<file path="src/rtl/fifo_ctrl_pkg.sv">
// Shared types and sizing helpers for the FIFO flow controller.
package fifo_ctrl_pkg;

    typedef enum logic [1:0] {
        StIdle  = 2'd0,
        StRun   = 2'd1,
        StDrain = 2'd2
    } ctrl_state_e;

    // Occupancy width: must represent 0..size inclusive.
    function automatic int unsigned cw_f(input int unsigned size);
        return $clog2(size) + 1;
    endfunction

endpackage

</file>
<file path="src/rtl/occupancy_counter.sv">
// Word-occupancy counter; applies +UP and/or -DOWN in a single edge.
module occupancy_counter #(
    parameter int unsigned CW   = 5,
    parameter int unsigned UP   = 1,
    parameter int unsigned DOWN = 1
) (
    input  logic          clk_i,
    input  logic          rst_ni,
    input  logic          up_en_i,
    input  logic          down_en_i,
    output logic [CW-1:0] level_o
);

    localparam logic [CW-1:0] UpW   = CW'(UP);
    localparam logic [CW-1:0] DownW = CW'(DOWN);

    logic [CW-1:0] level_q, level_d;

    // Callers never request a change that leaves 0..SIZE, so modular math is exact.
    always_comb begin
        level_d = level_q;
        if (up_en_i)   level_d = level_d + UpW;
        if (down_en_i) level_d = level_d - DownW;
    end

    always_ff @(posedge clk_i or negedge rst_ni) begin
        if (!rst_ni) level_q <= '0;
        else         level_q <= level_d;
    end

    assign level_o = level_q;

endmodule

</file>
<file path="src/rtl/fifo_flow_controller.sv">
// Handshake-to-enable sequencer for the circular-buffer FIFO datapath,
// with IDLE/RUN/DRAIN control and sticky datapath-flag mismatch detection.
module fifo_flow_controller
    import fifo_ctrl_pkg::*;
#(
    parameter int unsigned SIZE      = 16,
    parameter int unsigned PAR_WRITE = 1,
    parameter int unsigned PAR_READ  = 1,
    parameter int unsigned AF_LEVEL  = 12,
    localparam int unsigned CW       = cw_f(SIZE)
) (
    input  logic          clk_i,
    input  logic          rst_ni,
    input  logic          start_i,
    input  logic          drain_i,
    input  logic          in_valid_i,
    output logic          in_ready_o,
    output logic          out_valid_o,
    input  logic          out_ready_i,
    output logic          write_enable_o,
    output logic          read_enable_o,
    input  logic          dp_full_i,
    input  logic          dp_empty_i,
    output logic [CW-1:0] level_o,
    output logic          almost_full_o,
    output logic          drain_done_o,
    output logic          err_o
);

    localparam int unsigned CW1 = CW + 1;
    localparam logic [CW:0]   SizeW    = CW1'(SIZE);
    localparam logic [CW:0]   ParWrW   = CW1'(PAR_WRITE);
    localparam logic [CW-1:0] ParRdW   = CW'(PAR_READ);
    localparam logic [CW-1:0] AfLevelW = CW'(AF_LEVEL);

    ctrl_state_e   state_q;
    logic          drain_done_q;
    logic          err_q;
    logic [CW-1:0] level;
    logic          in_ready, out_valid, we, re;

    // Headroom check at CW+1 bits so level+PAR_WRITE cannot wrap.
    assign in_ready  = (state_q == StRun) && (({1'b0, level} + ParWrW) <= SizeW);
    assign out_valid = (state_q != StIdle) && (level >= ParRdW);
    assign we        = in_valid_i && in_ready;
    assign re        = out_valid && out_ready_i;

    occupancy_counter #(
        .CW   (CW),
        .UP   (PAR_WRITE),
        .DOWN (PAR_READ)
    ) u_occupancy_counter (
        .clk_i     (clk_i),
        .rst_ni    (rst_ni),
        .up_en_i   (we),
        .down_en_i (re),
        .level_o   (level)
    );

    always_ff @(posedge clk_i or negedge rst_ni) begin
        if (!rst_ni) begin
            state_q      <= StIdle;
            drain_done_q <= 1'b0;
        end else begin
            drain_done_q <= 1'b0;
            unique case (state_q)
                StIdle:  if (start_i) state_q <= StRun;
                StRun:   if (drain_i) state_q <= StDrain;
                StDrain: begin
                    // Residue below PAR_READ is left in the buffer.
                    if (level < ParRdW) begin
                        state_q      <= StIdle;
                        drain_done_q <= 1'b1;
                    end
                end
                default: state_q <= StIdle;
            endcase
        end
    end

    always_ff @(posedge clk_i or negedge rst_ni) begin
        if (!rst_ni) begin
            err_q <= 1'b0;
        end else if ((dp_full_i && in_ready) || (dp_empty_i && out_valid)) begin
            err_q <= 1'b1;
        end
    end

    assign in_ready_o     = in_ready;
    assign out_valid_o    = out_valid;
    assign write_enable_o = we;
    assign read_enable_o  = re;
    assign level_o        = level;
    assign almost_full_o  = (level >= AfLevelW);
    assign drain_done_o   = drain_done_q;
    assign err_o          = err_q;

endmodule
</file>
<file path="config.mk">
export PLATFORM = sky130hd
export DESIGN_NAME = fifo_flow_controller
export DESIGN_NICKNAME = d
export VERILOG_FILES = /design/src/rtl/fifo_ctrl_pkg.sv /design/src/rtl/occupancy_counter.sv /design/src/rtl/fifo_flow_controller.sv
export SDC_FILE = /design/constraint.sdc
export NUM_CORES = 1
export LEC_CHECK = 0
export ABC_AREA = 0
export BUFFER_PORTS_ARGS = -buffer_cell sky130_fd_sc_hd__buf_4
export CORE_AREA = 2 2 40 42
export CTS_CLUSTER_SIZE = 40
export DETAILED_ROUTE_END_ITERATION = 6
export DIE_AREA = 0 0 42 44
export PLACE_DENSITY = 0.81
export SLEW_MARGIN = 10
export SYNTH_ARGS = -nofsm -noshare
export SYNTH_HDL_FRONTEND = slang
export SYNTH_SLANG_ARGS = --single-unit
export TNS_END_PERCENT = 1
</file>
<file path="constraint.sdc">
create_clock -name clk_i -period 8.2 [get_ports clk_i]
set_clock_uncertainty 0.05 [all_clocks]
set_input_delay 0.41 -clock clk_i [delete_from_list [all_inputs] [get_ports clk_i]]
set_output_delay 0.41 -clock clk_i [all_outputs]
set_load 0.03 [all_outputs]
</file>
**Yosys cells after proc, flatten, opt, wreduce, memory -nomap -nowiden**

Index checks and enable logic that the tools add are counted.

- Register bits: 9
- Input bits: 8
- Output and inout bits: 12
- Word-level logic and storage cells: 34

- Add/sub/neg operators: 3
- Magnitude comparators: 4
- Equality and inequality tests: 5
- Multiplexer cells: 8
- Reduce and logical (&&, ||, !) cells: 10

Operators with widths:

| cell | count |
|---|---|
| 5-bit 2-to-1 mux | 2 |
| 5-bit by 1-bit adder with 6-bit output (second input constant) | 1 |
| 6-bit by 5-bit less-or-equal comparator with 1-bit output (second input constant) | 1 |
| 1-bit logical AND | 6 |
| 2-bit 2-to-1 mux | 3 |
| 2-bit inequality test (second input constant) | 3 |
| 2-bit one-hot mux with 3 select lines | 1 |
| 5-bit by 1-bit adder with 5-bit output (second input constant) | 1 |
| 5-bit by 1-bit greater-or-equal comparator with 1-bit output (second input constant) | 1 |
| 5-bit by 4-bit greater-or-equal comparator with 1-bit output (second input constant) | 1 |
| 5-bit by 1-bit < comparator with 1-bit output (second input constant) | 1 |
| 5-bit by 1-bit subtractor with 5-bit output (second input constant) | 1 |
| 3-bit AND reduction | 1 |
| 2-bit by 1-bit == test with 1-bit output (second input constant) | 1 |
| 2-bit == test (second input constant) | 1 |
| 2-bit logical NOT | 1 |
| 1-bit 2-to-1 mux | 2 |
| 2-bit nonzero test | 1 |
| 1-bit logical OR | 1 |

**Depth between registers and ports, before layout**

- Depth after elaboration: 7
- Mapped depth: 11
- Depth with buffers taken out: 11

**By module**

Synthesis repeated with hierarchy kept, for this count alone.

- Cells, all modules: 54
- Area, all modules: 590.6 um2

Modules (own cells, without submodules):

| module | times used | cells an instance | area an instance (um2) | sequential area each (um2) |
|---|---|---|---|---|
| occupancy_counter | 1 | 36 | 379.1 | 125.1 |
| fifo_flow_controller | 1 | 18 | 211.5 | 100.1 |

**Least setup slack after synthesis**

No wires, ideal clock.

- Path type: register to register
- Start point: reg u_occupancy_counter.level_q[0], in the netlist u_occupancy_counter.level_o[0]
- End point: reg u_occupancy_counter.level_q[4], in the netlist u_occupancy_counter.level_o[4]
- Setup time: 137 ps
- Data arrival time: 2668 ps
- Required time: 8013 ps
- Setup slack: 5345 ps
- Stages on the path, launching flop included: 12
- Path buffers: 0
- Clock period less this slack: 2855 ps
- Cell sequence: dfrtp_1 > ha_1 > inv_1 > o21ba_1 > a311o_2 > nor2_1 > a21oi_1 > ha_1 > nand2_1 > mux2_1 > a31oi_1 > xnor2_1

- Word-level cells in the longest chain between the ends: 7
- Elaborated cells on any way between the ends: 11
- Classes of those cells: 3 x add/sub; 2 x order compare; 2 x mux; 4 x reduce/logical

RTL lines:

| item | line | source |
|---|---|---|
| start: declaration | occupancy_counter.sv:17 | `logic [CW-1:0] level_q, level_d;` |
| start signal: assignment | occupancy_counter.sv:28 | `else level_q <= level_d;` |
| 5-bit by 1-bit adder with 6-bit output | fifo_flow_controller.sv:43 | `assign in_ready = (state_q == StRun) && (({1'b0, level} + ParWrW) <= SizeW);` |
| 6-bit by 5-bit less-or-equal comparator with 1-bit output | fifo_flow_controller.sv:43 |  |
| 1-bit logical AND | fifo_flow_controller.sv:43 |  |
| 1-bit logical AND | fifo_flow_controller.sv:45 | `assign we = in_valid_i && in_ready;` |
| 5-bit 2-to-1 mux | occupancy_counter.sv:22 | `if (up_en_i) level_d = level_d + UpW;` |
| 5-bit by 1-bit subtractor with 5-bit output | occupancy_counter.sv:23 | `if (down_en_i) level_d = level_d - DownW;` |
| 5-bit 2-to-1 mux * | occupancy_counter.sv:23 |  |
| named net u_occupancy_counter.level_d[4] | occupancy_counter.sv:17 |  |

The timed path passes the listed nets; every way through them passes the cells marked *.
A chain may end at the register's enable or synchronous reset.

**Worst setup path in the final report**

Ends and elaborated chain as after synthesis.

==> impl.org <==
** Run status
- The flow ran to the end, and the final reports show no timing, DRC or antenna violations.

** Setup path
- Walking the worst path, the cells encountered are ha_1, a21oi_1, o21ba_1, a311o_2, nor2_1, a21oi_1, ha_1, nand2_1, mux2_1, a31oi_1, xnor2_1.
- For the worst setup path, the data required time is 8.33 ns.
- On the critical path, the stage with the largest delay is an instance of sky130_fd_sc_hd__dfrtp_1.
- The worst setup path is captured at a register.
- Critical Path Start Type :: register
- In this run the critical register-to-register path is launched from u_occupancy_counter.level_o[0].
- Path type of the worst setup path :: register to register
- Along the worst path, the maximum fanout reaches 11.
- Data on the critical path arrives at its endpoint at 3.06 ns.
- CP max stage delay :: 0.50 ns
- Crit. Startpoint :: u_occupancy_counter.level_o[0]

** Global routing
- Maximum number of pins on one net before global-route repair :: 14
- GR met1 Demand/Resource :: 21.5%
- Antenna violations before repair :: 0
- In the global route stage, met3 resource usage came out at 6.25%.
- Global routing consumed, over all layers together, 18.1% of the routing resources.
- Total overflow reported by the global router :: 0
- In this run the most used layer during global routing was met2.
- Number of global-route vias before repair :: 546
- GRT met2 Usage :: 31.9%
- The first global-routing pass estimated 2440 um of wire.

** Synth
- Post-synthesis average cell area :: 9.31 sq um
- Summing every instance area after synthesis gives 698 sq um.
- Yosys printed 0 warnings.
- Number of distinct library cell variants in the gate-level netlist after synthesis :: 30
- Syn Nets :: 88
- After technology mapping, the gate count stands at 75.
- Number of synthesized register bits :: 9
- Sequential cell area fraction in the yosys report :: 32.3%

** Floorplan
- Row generation in the floorplan step produced 14 rows.
- During I/O placement, the number of pins put on the boundary was 20.
- The die is 42 um wide.
- Die Outline Area :: 0.00185 sq mm
- DIE HEIGHT :: 44 um
- For this configuration, the core starts out at a cell density of 49.2%.
- Floorplan core area :: 0.00142 sq mm

** Layout
- In the final layout, the share of cells above drive strength 1 is 27.8%.
- Synth-to-layout area growth :: 25.3%
- Final-stage net count :: 111
- Count of fill cells added during filler insertion :: 123
- Layout Cells excl Fill :: 113
- The number of antenna diodes in the final layout is 0.

** Route
- For this block, the routed nets add up to 1530 um of wire.
- Post-DR wirelength/cell :: 13.5 um
- After detailed routing, the number of vias per cell comes to 5.65.
- For this run, the detailed router's first-pass iteration total came to 4.
- For this block, the initial DRC count from the detailed router was 17.
- Residual DRC :: 0
- ANT nets after route :: 0
- Via count :: 639

** Clocking
- Cell at the root of the clock tree :: sky130_fd_sc_hd__clkbuf_4
- Insertion delay to the later sink of the worst-skew pair :: 0.26 ns
- CTS built an H-tree with a depth of 1.
- The number of gates resized after CTS was 0.
- Clock tree synthesis inserted a total of 3 buffers.
- Count of clock tree sinks :: 9
- The longest clock path from root to sink contains 2 buffers.
- After clock tree synthesis, the clock-pin slew on the worst setup and hold paths is 0.06 ns.
- TritonCTS built the clock tree.

** Hold path
- Origin of the worst min-delay path :: drain_i
- Hold crit path type :: input pin to register

** Timing
- Count of pins over their slew limit :: 0
- Final Hold Fails :: 0
- Period Utilization, post-route :: 35.7%
- Max-slew headroom :: 67.9%
- Total of endpoints with negative setup slack in the final report :: 0
- Setup tns final :: 0 ns
- Setup repair after global routing left no endpoint under its margin.
- Peak Freq :: 342 MHz
- At the pin with the least slew margin, the transition time is 0.480 ns.
- Min cycle time layout :: 2.92 ns

** Power and ir drop
- IR analysis of the VDD net gives a maximum drop of 217 uV.
- Summed over all cells, the static leakage comes to 0.421 nW.
- For this design the ratio of total power to cell area is 427 mW/mm^2.

** Place
- Number of port buffers :: 19
- At the end of routability-driven placement, the weighted congestion stood at 0.841.
- Once detailed placement completed, the half-perimeter wirelength came to 1190 um.
- Post-Place Cells :: 108

** Flow run
- Count of maximum capacitance violations :: 0
-- where the power goes --
part	total (W)	switching [W]	internal (W)
logic	0.000235	0.000141	0.0000943
clock network	0.0000332	0.0000145	0.0000187
registers	0.000105	0.0000435	0.0000619
-- kinds of logic after synthesis --
logic type      Yosys count  share of synthesized area (%)
compound gates           20                           21.3
fa+ha+maj                 5                           8.96
simple gates             21                           14.5
flops                     9                           32.3
xor+xnor                  6                           8.60
buf+inv                   9                           6.99
mux                       5                           7.35
-- timing repair --
item	4_1_cts	5_1_grt
hold buffers	1	0
endpoints found under the hold margin	9	0
buffers inserted	0	0
endpoints found under the setup margin	0	0
-- synthesized netlist by cell type (all sizes together) --
cell,count,share of area [%]
a311o,1,1.6
nand4,1,0.90
inv,7,3.8
dfrtp,9,32
a221o,1,1.4
and3,1,0.90
nor3,2,1.4
nor3b,1,1.1
and2b,1,1.3
nand3,3,2.1
a22o,1,1.3
buf,2,3.2
mux2i,4,5.7
a31oi,4,3.6
o2111ai,2,3.4
xor2,2,2.5
a41oi,1,1.3
a21oi,5,4.1
nor2,5,2.7
nand2,6,3.2
o21ba,1,1.4
ha,5,9.0
nor4,1,0.90
o21ai,3,2.1
a21o,1,1.1
xnor2,4,6.1
mux2,1,1.6
-- routing by layer --
layer	vias to the layer above	part of all wire, %
met2	25	49
met4	0	0
met1	297	42
met3	0	9.1
met5	-	0
li1	317	-
-- through the flow --
step           util, %  worst slack (ns)  cell area, sq um  power (W)  hold WS [ns]
3_5_place_dp      59.1              5.32               838   0.000339         0.191
3_3_place_gp      59.1              5.38               838   0.000333         0.186
2_1_floorplan        -              5.34               698   0.000274        0.0644
4_1_cts           61.6              5.30               875   0.000375         0.305
5_1_grt           61.6              5.08               875   0.000401         0.336
6_report          61.6              5.28               875   0.000374         0.312
-- flip-flops by register name, summed over array words and instances, names as in the netlist --
register / count
err_o: 1
drain_done_o: 1
u_occupancy_counter.level_o: 5
state_q: 2
-- area by class of cell --
type                    instances  area [sq um]  area share (%)
multi-input cells              57           424            48.5
flip-flops and latches          9           225            25.8
repair buffers                 20           153            17.5
clock buffers                   4          26.3            3.00
inverters                       7          26.3            3.00
well taps                      16          20.0            2.29
-- cells in the final DEF, fill, tap and decap left out, drive strengths merged --
cell / netlist / final
a21o: 1 / 1
a21oi: 5 / 5
a221o: 1 / 1
a22o: 1 / 1
a311o: 1 / 1
a31oi: 4 / 4
a41oi: 1 / 1
and2b: 1 / 1
and3: 1 / 1
buf: 2 / 19
clkbuf: 0 / 4
dfrtp: 9 / 9
dlygate4sd3: 0 / 1
ha: 5 / 5
inv: 7 / 7
mux2: 1 / 1
mux2i: 4 / 4
nand2: 6 / 6
nand3: 3 / 3
nand4: 1 / 1
nor2: 5 / 5
nor3: 2 / 2
nor3b: 1 / 1
nor4: 1 / 1
o2111ai: 2 / 2
o21ai: 3 / 3
o21ba: 1 / 1
xnor2: 4 / 4
xor2: 2 / 2
-- worst max-delay path: cells and delay by family (launching register included) --
| kind | cells | cell delay, ns |
|---|---|---|
| simple gates | 2 | 0.24 |
| fa+ha+maj | 2 | 0.55 |
| mux | 1 | 0.34 |
| flops | 1 | 0.50 |
| compound gates | 5 | 1.02 |
| xor+xnor | 1 | 0.14 |
-- worst paths after layout --
kind                            slack (ns)  depth (start not counted)                              to
worst max-delay path                  5.28                         11  u_occupancy_counter.level_o[4]
worst min-delay path                  0.31                          3                      state_q[1]
worst max register to register        5.28                         11  u_occupancy_counter.level_o[4]
worst min register to register        0.43                          1                           err_o
max in group asynchronous             7.50                          2                      state_q[0]
min in group asynchronous             0.46                          2  u_occupancy_counter.level_o[3]
Note: power is estimated with default switching activity, not from simulation.
